<file path="src/rtl/game_sprite_pkg.sv">
// Shared types and screen/sprite size defaults for the sprite motion engines.
// Defaults match game_config so every sprite instance agrees on the screen box.
package game_sprite_pkg;
   localparam int DEF_SCREEN_W = 640;
   localparam int DEF_SCREEN_H = 480;
   localparam int DEF_X_W      = 10;
   localparam int DEF_Y_W      = 10;
   localparam int DEF_SPRITE_W = 8;
   localparam int DEF_SPRITE_H = 8;
   localparam int DEF_DXY_W    = 4;

   typedef enum logic [1:0] {
      STOPPED = 2'd0,
      MOVING  = 2'd1,
      EXITED  = 2'd2
   } sprite_state_t;

   typedef logic [DEF_X_W-1:0] coord_x_t;
   typedef logic [DEF_Y_W-1:0] coord_y_t;
endpackage

</file>
<file path="src/rtl/game_frame_tick.sv">
// Detects vsync rising edges and divides them by FRAME_DIV into step pulses.
// The divider only advances while enabled; clear restarts it from zero.
module game_frame_tick #(
   parameter int FRAME_DIV = 2
) (
   input  logic clk,
   input  logic rst,
   input  logic vsync,
   input  logic enable,
   input  logic clear,
   output logic step
);
   localparam int CNT_W = (FRAME_DIV > 1) ? $clog2(FRAME_DIV) : 1;
   localparam logic [CNT_W-1:0] CNT_LAST = CNT_W'(FRAME_DIV - 1);

   logic             vsync_prev;
   logic [CNT_W-1:0] count;
   logic             tick;
   logic             at_last;

   assign tick    = vsync & ~vsync_prev;
   assign at_last = (count == CNT_LAST);
   assign step    = tick & enable & at_last;

   always_ff @(posedge clk or posedge rst) begin
      if (rst) begin
         vsync_prev <= 1'b0;
         count      <= '0;
      end else begin
         vsync_prev <= vsync;
         if (clear) begin
            count <= '0;
         end else if (tick && enable) begin
            count <= at_last ? '0 : count + 1'b1;
         end
      end
   end
endmodule

</file>
<file path="src/rtl/game_sprite_motion_engine.sv">
// Per-sprite position/velocity engine: applies dx/dy once every FRAME_DIV frames
// while moving, and freezes the sprite once it leaves the screen.
module game_sprite_motion_engine
   import game_sprite_pkg::*;
#(
   parameter int SCREEN_W  = DEF_SCREEN_W,
   parameter int SCREEN_H  = DEF_SCREEN_H,
   parameter int X_W       = DEF_X_W,
   parameter int Y_W       = DEF_Y_W,
   parameter int SPRITE_W  = DEF_SPRITE_W,
   parameter int SPRITE_H  = DEF_SPRITE_H,
   parameter int DXY_W     = DEF_DXY_W,
   parameter int FRAME_DIV = 2
) (
   input  logic             clk,
   input  logic             rst,
   input  logic             vsync,
   input  logic             write_xy,
   input  logic [X_W-1:0]   x_in,
   input  logic [Y_W-1:0]   y_in,
   input  logic             write_dxy,
   input  logic [DXY_W-1:0] dx_in,
   input  logic [DXY_W-1:0] dy_in,
   input  logic             enable_update,
   output logic [X_W-1:0]   x,
   output logic [Y_W-1:0]   y,
   output logic             within_screen,
   output logic             moving
);
   localparam logic [X_W-1:0] X_MAX = X_W'(SCREEN_W - SPRITE_W);
   localparam logic [Y_W-1:0] Y_MAX = Y_W'(SCREEN_H - SPRITE_H);

   sprite_state_t    state, state_next;
   logic [DXY_W-1:0] dx, dy;
   logic [X_W-1:0]   x_next;
   logic [Y_W-1:0]   y_next;
   logic             on_next;
   logic             step;
   logic             step_apply;

   game_frame_tick #(.FRAME_DIV(FRAME_DIV)) u_frame_tick (
      .clk    (clk),
      .rst    (rst),
      .vsync  (vsync),
      .enable (enable_update),
      .clear  (write_xy),
      .step   (step)
   );

   // A position load always wins over a coincident step.
   always_comb begin
      step_apply = step && (state == MOVING) && !write_xy;
      x_next     = x;
      y_next     = y;
      if (write_xy) begin
         x_next = x_in;
         y_next = y_in;
      end else if (step_apply) begin
         x_next = x + {{(X_W-DXY_W){dx[DXY_W-1]}}, dx};
         y_next = y + {{(Y_W-DXY_W){dy[DXY_W-1]}}, dy};
      end
      on_next = (x_next <= X_MAX) && (y_next <= Y_MAX);

      state_next = state;
      if (write_xy) begin
         if (!on_next)           state_next = EXITED;
         else if (enable_update) state_next = MOVING;
         else                    state_next = STOPPED;
      end else begin
         case (state)
            STOPPED: if (enable_update && within_screen) state_next = MOVING;
            MOVING: begin
               if (!enable_update)             state_next = STOPPED;
               else if (step_apply && !on_next) state_next = EXITED;
            end
            EXITED:  state_next = EXITED;
            default: state_next = STOPPED;
         endcase
      end
   end

   always_ff @(posedge clk or posedge rst) begin
      if (rst) begin
         state         <= STOPPED;
         x             <= '0;
         y             <= '0;
         dx            <= '0;
         dy            <= '0;
         within_screen <= 1'b1;
      end else begin
         state         <= state_next;
         x             <= x_next;
         y             <= y_next;
         within_screen <= on_next;
         if (write_dxy) begin
            dx <= dx_in;
            dy <= dy_in;
         end
      end
   end

   assign moving = (state == MOVING);
endmodule

</file>
<file path="config.mk">
export PLATFORM = sky130hd
export DESIGN_NAME = game_sprite_motion_engine
export DESIGN_NICKNAME = d
export VERILOG_FILES = /design/src/rtl/game_sprite_pkg.sv /design/src/rtl/game_frame_tick.sv /design/src/rtl/game_sprite_motion_engine.sv
export SDC_FILE = /design/constraint.sdc
export NUM_CORES = 1
export LEC_CHECK = 0
export ABC_AREA = 1
export BUFFER_PORTS_ARGS = -buffer_cell sky130_fd_sc_hd__buf_2
export CAP_MARGIN = 10
export CORE_MARGIN = 10
export CORE_UTILIZATION = 40
export DETAILED_ROUTE_END_ITERATION = 12
export PLACE_DENSITY_LB_ADDON = 0.25
export SETUP_SLACK_MARGIN = 0.1
export SYNTH_ARGS = -nofsm -noshare
export SYNTH_HDL_FRONTEND = slang
export SYNTH_SLANG_ARGS = --single-unit
export TNS_END_PERCENT = 1
</file>
<file path="constraint.sdc">
create_clock -name clk -period 3.7 [get_ports clk]
set_input_delay 0.74 -clock clk [delete_from_list [all_inputs] [get_ports clk]]
set_output_delay 0.74 -clock clk [all_outputs]
set_load 0.01 [all_outputs]
</file>
==> run summary <==
The non-filler instance count after layout came out at 537. The wire length per cell after detailed routing came out at 13.21 um. The maximum number of pins on one net before global-route repair came out at 34.

The routability congestion estimate from global placement is 0.8809. Global routing finished with a remaining overflow of 0. Along the worst hold path, the cell count comes to 1. The number of slew-limit violations in the final report is 0. The gate count of the mapped netlist came out at 384. Clock tree synthesis inserted a total of 5 buffers. In this run the vertical extent of the chip is 103.8 um.

The type of the worst setup path is flip-flop to flip-flop. The kind of start point of the critical path is a flip-flop. The TritonCTS clock tree is done.

Setup repair after global routing left no endpoint under its margin. The initial antenna violation count came out at 0. The share of cells above drive strength 1 came out at 25.17%. The number of post-CTS setup repair buffers is 0. The worst-case IR drop observed on VDD is 0.0001533 V.

The net count of the mapped netlist came out at 438. Data on the critical path is required at its endpoint by 3920 ps. The number of max-cap violations is 0. The number of levels in the clock H-tree came out at 2.

The total standard cell area after synthesis came out at 2810 um2. The initial utilization of the core area, before any placement, comes to 41.36%. The share of the clock period used by the worst path after layout is 65.93%. Counting along the longest clock path gives a buffer depth of 2.

The layout filler cell count is 700. For this block, the via count after detailed routing is 2480. The worst setup path is captured at a flip-flop. The total routing resource utilization after global routing is 13.24%. The first-pass GRT wire length is 12.01 mm. The clock net in this run drives a total of 33 sinks.

The final layout contains routed wiring with a total length of 7.094 mm. In this run the worst path has a maximum fanout of 3. The post-route minimum period is 2439 ps. The floorplan has 30 rows. The area of the core region is 6794 um2.

The slew of the pin with the lowest slew margin came out at 436.2 ps. The post-route clock skew came out at 5.303 ps. Including well taps, the total number of placed cells is 530. The final antenna diode count came out at 0. The number of hold buffers added after CTS is 0. The number of cells on the worst reg-to-reg path is 16.

The clock-pin transition on the worst setup and hold timing paths came out at 70 ps. The Yosys step of the flow raised 0 warnings. The flow ran to the end, and the final reports show no timing, DRC or antenna violations. The die area came out at 10780 um2. The detailed-placement wirelength estimate came out at 5.854 mm. The leakage power is 1.782 nW.

The mean cell area of the mapped netlist came out at 7.318 um2. The final hold violation count came out at 0. The clock root buffer is sky130_fd_sc_hd__clkbuf_8. Setup total negative slack on the finished layout was measured at 0 ps. The number of global-route vias before repair came out at 2623. The DRC violation total after the first TritonRoute iteration came out at 52.

The layout net count is 495. 56 I/O pins were placed. For this run, the detailed router's first-pass iteration total came to 4. The path class of the tightest hold or removal check is flip-flop to flip-flop. Post-CTS repair changed the size of 0 cells. The residual DRC count came out at 0. For this run, the register share of the synthesized area comes to 29.43%. The count of nets left with antenna violations after detail routing came out at 0. Hold is met by 520.8 ps. From synthesis to final layout, the design area changed by 15.09%. Headroom to the max-slew limit came out at 70.92%. The total of flip-flops plus latches after synthesis is 33. The synthesized netlist contains 45 unique library cells. The arrival time at the worst endpoint is 2660 ps. In this run the power density over the cells is 368.9 nW/um2. In this run the tool buffered the top-level ports with 55 buffer cells. The chip width is 103.8 um. The clock latency on the worst-skew pair is 280 ps. The top achievable clock speed came out at 0.4099 GHz. Dividing the detail-routed via count by the number of cells gives 4.618. Setup violations remaining at the end of the flow were counted as 0.
area by class of cell:
cell class / instances / area, um2 / share of cell area (%)
Inverter: 63 / 239.0 / 7.389
Tap cell: 96 / 120.1 / 3.714
Sequential cell: 33 / 827.0 / 25.57
Clock buffer: 7 / 86.33 / 2.669
Timing Repair Buffer: 56 / 282.8 / 8.743
Multi-Input combinational cell: 282 / 1679 / 51.91
path summary, 6_finish.rpt:
path                                   start                       to  slack [ps]
min                        dy[2]$_DFFE_PP0P_        dy[2]$_DFFE_PP0P_         520
max in group asynchronous                rst  within_screen$_DFF_PP1_        2820
min reg2reg                dy[2]$_DFFE_PP0P_        dy[2]$_DFFE_PP0P_         520
min in group asynchronous                rst        dy[3]$_DFFE_PP0P_         540
max reg2reg                   y[0]$_DFF_PP0_     state[1]$_DFFE_PP0P_        1260
max                           y[0]$_DFF_PP0_     state[1]$_DFFE_PP0P_        1260
report_power, final:
group / switching [mW] / internal, mW / total (mW)
combinational: 0.283 / 0.185 / 0.469
sequential: 0.0474 / 0.401 / 0.449
clock: 0.128 / 0.148 / 0.276
total: 0.459 / 0.734 / 1.19
worst max-delay path, cell delays in order, from the launching register on:
cell,delay [ps]
sky130_fd_sc_hd__dfrtp_1,380
sky130_fd_sc_hd__ha_1,220
sky130_fd_sc_hd__inv_1,70
sky130_fd_sc_hd__fa_1,400
sky130_fd_sc_hd__inv_1,90
sky130_fd_sc_hd__nand3_1,90
sky130_fd_sc_hd__nand2_1,110
sky130_fd_sc_hd__nand2_1,80
sky130_fd_sc_hd__nand3b_1,150
sky130_fd_sc_hd__nand3_4,90
sky130_fd_sc_hd__a21oi_4,160
sky130_fd_sc_hd__nand4_2,140
sky130_fd_sc_hd__nand3_2,120
sky130_fd_sc_hd__nand2_2,50
sky130_fd_sc_hd__nand2_2,80
sky130_fd_sc_hd__nand2_1,60
sky130_fd_sc_hd__nor2_2,70
synthesized netlist by cell type, drive strengths merged:
| cell | instances | share of area (%) |
|---|---|---|
| a21oi | 16 | 3.7 |
| nand3 | 38 | 8.3 |
| dfstp | 1 | 0.94 |
| o21ai | 4 | 0.71 |
| dfrtp | 32 | 28 |
| o22ai | 2 | 0.45 |
| nand3b | 6 | 1.7 |
| clkinv | 2 | 0.27 |
| o21a | 1 | 0.27 |
| clkbuf | 1 | 0.13 |
| inv | 61 | 8.2 |
| a21boi | 2 | 0.67 |
| xor2 | 1 | 0.31 |
| mux2 | 7 | 2.8 |
| nand2 | 122 | 17 |
| o21bai | 3 | 1.2 |
| fa | 2 | 1.4 |
| nand4 | 8 | 2.2 |
| buf | 5 | 2.2 |
| o211ai | 1 | 0.27 |
| ha | 18 | 8.0 |
| nor3 | 2 | 0.53 |
| nor2 | 39 | 7.5 |
| or2 | 6 | 1.3 |
| o31ai | 1 | 0.27 |
| xnor2 | 3 | 0.94 |
metal layers:
metal / vias up / wire [um] / GRT usage (%)
met2: 39 / 3651 / 24.59
li1: 1332 / - / -
met5: - / 0 / 0
met4: 0 / 59 / 2.883
met3: 6 / 245 / 2.788
met1: 1103 / 3137 / 15.03
logic make-up after synthesis:
kind of cell,share of synthesized area [%]
AND/OR/NAND/NOR,38.78
AO/OA/AOI/OAI,7.481
XOR/XNOR,1.247
flip-flops,29.43
buffers and inverters,10.82
multiplexers,2.805
adder cells (fa/ha/maj),9.439
placed cells by master, fill, tap and decap left out, types with 2 or more instances in the layout:
master	Yosys	layout
sky130_fd_sc_hd__a21oi_1	12	12
sky130_fd_sc_hd__a21oi_2	3	3
sky130_fd_sc_hd__buf_2	0	55
sky130_fd_sc_hd__clkbuf_8	0	6
sky130_fd_sc_hd__clkinv_1	2	2
sky130_fd_sc_hd__dfrtp_1	32	32
sky130_fd_sc_hd__fa_1	2	2
sky130_fd_sc_hd__ha_1	18	18
sky130_fd_sc_hd__inv_1	56	56
sky130_fd_sc_hd__inv_2	4	4
sky130_fd_sc_hd__mux2_2	7	7
sky130_fd_sc_hd__nand2_1	114	114
sky130_fd_sc_hd__nand2_2	7	7
sky130_fd_sc_hd__nand3_1	34	34
sky130_fd_sc_hd__nand3_4	3	3
sky130_fd_sc_hd__nand3b_1	5	5
sky130_fd_sc_hd__nand4_1	6	6
sky130_fd_sc_hd__nand4_2	2	2
sky130_fd_sc_hd__nor2_1	29	29
sky130_fd_sc_hd__nor2_2	4	4
sky130_fd_sc_hd__nor2_4	5	5
sky130_fd_sc_hd__o21ai_0	4	4
sky130_fd_sc_hd__o21bai_1	2	2
sky130_fd_sc_hd__o22ai_1	2	2
sky130_fd_sc_hd__or2_1	2	2
sky130_fd_sc_hd__or2_2	4	4
sky130_fd_sc_hd__xnor2_1	3	3
per-stage QoR:
| stage | worst slack (ps) | util (%) | cell area, um2 | power (mW) |
|---|---|---|---|---|
| floorplan | 1538 | - | 2810 | 0.8025 |
| CTS | 1252 | 47.61 | 3234 | 1.203 |
| global route | 993.4 | 47.61 | 3234 | 1.297 |
| global placement | 1039 | 46.34 | 3148 | 0.9246 |
| finish | 1261 | 47.61 | 3234 | 1.193 |
| detailed placement | 952.9 | 46.34 | 3148 | 0.9263 |
sequential cells by signal (all words and copies together) (netlist names):
| register | flops |
|---|---|
| within_screen | 1 |
| state | 2 |
| x | 10 |
| dy | 4 |
| y | 10 |
| u_frame_tick.at_last | 1 |
| dx | 4 |
| u_frame_tick.vsync_prev | 1 |
No activity file was read; power rests on OpenSTA's default activity.
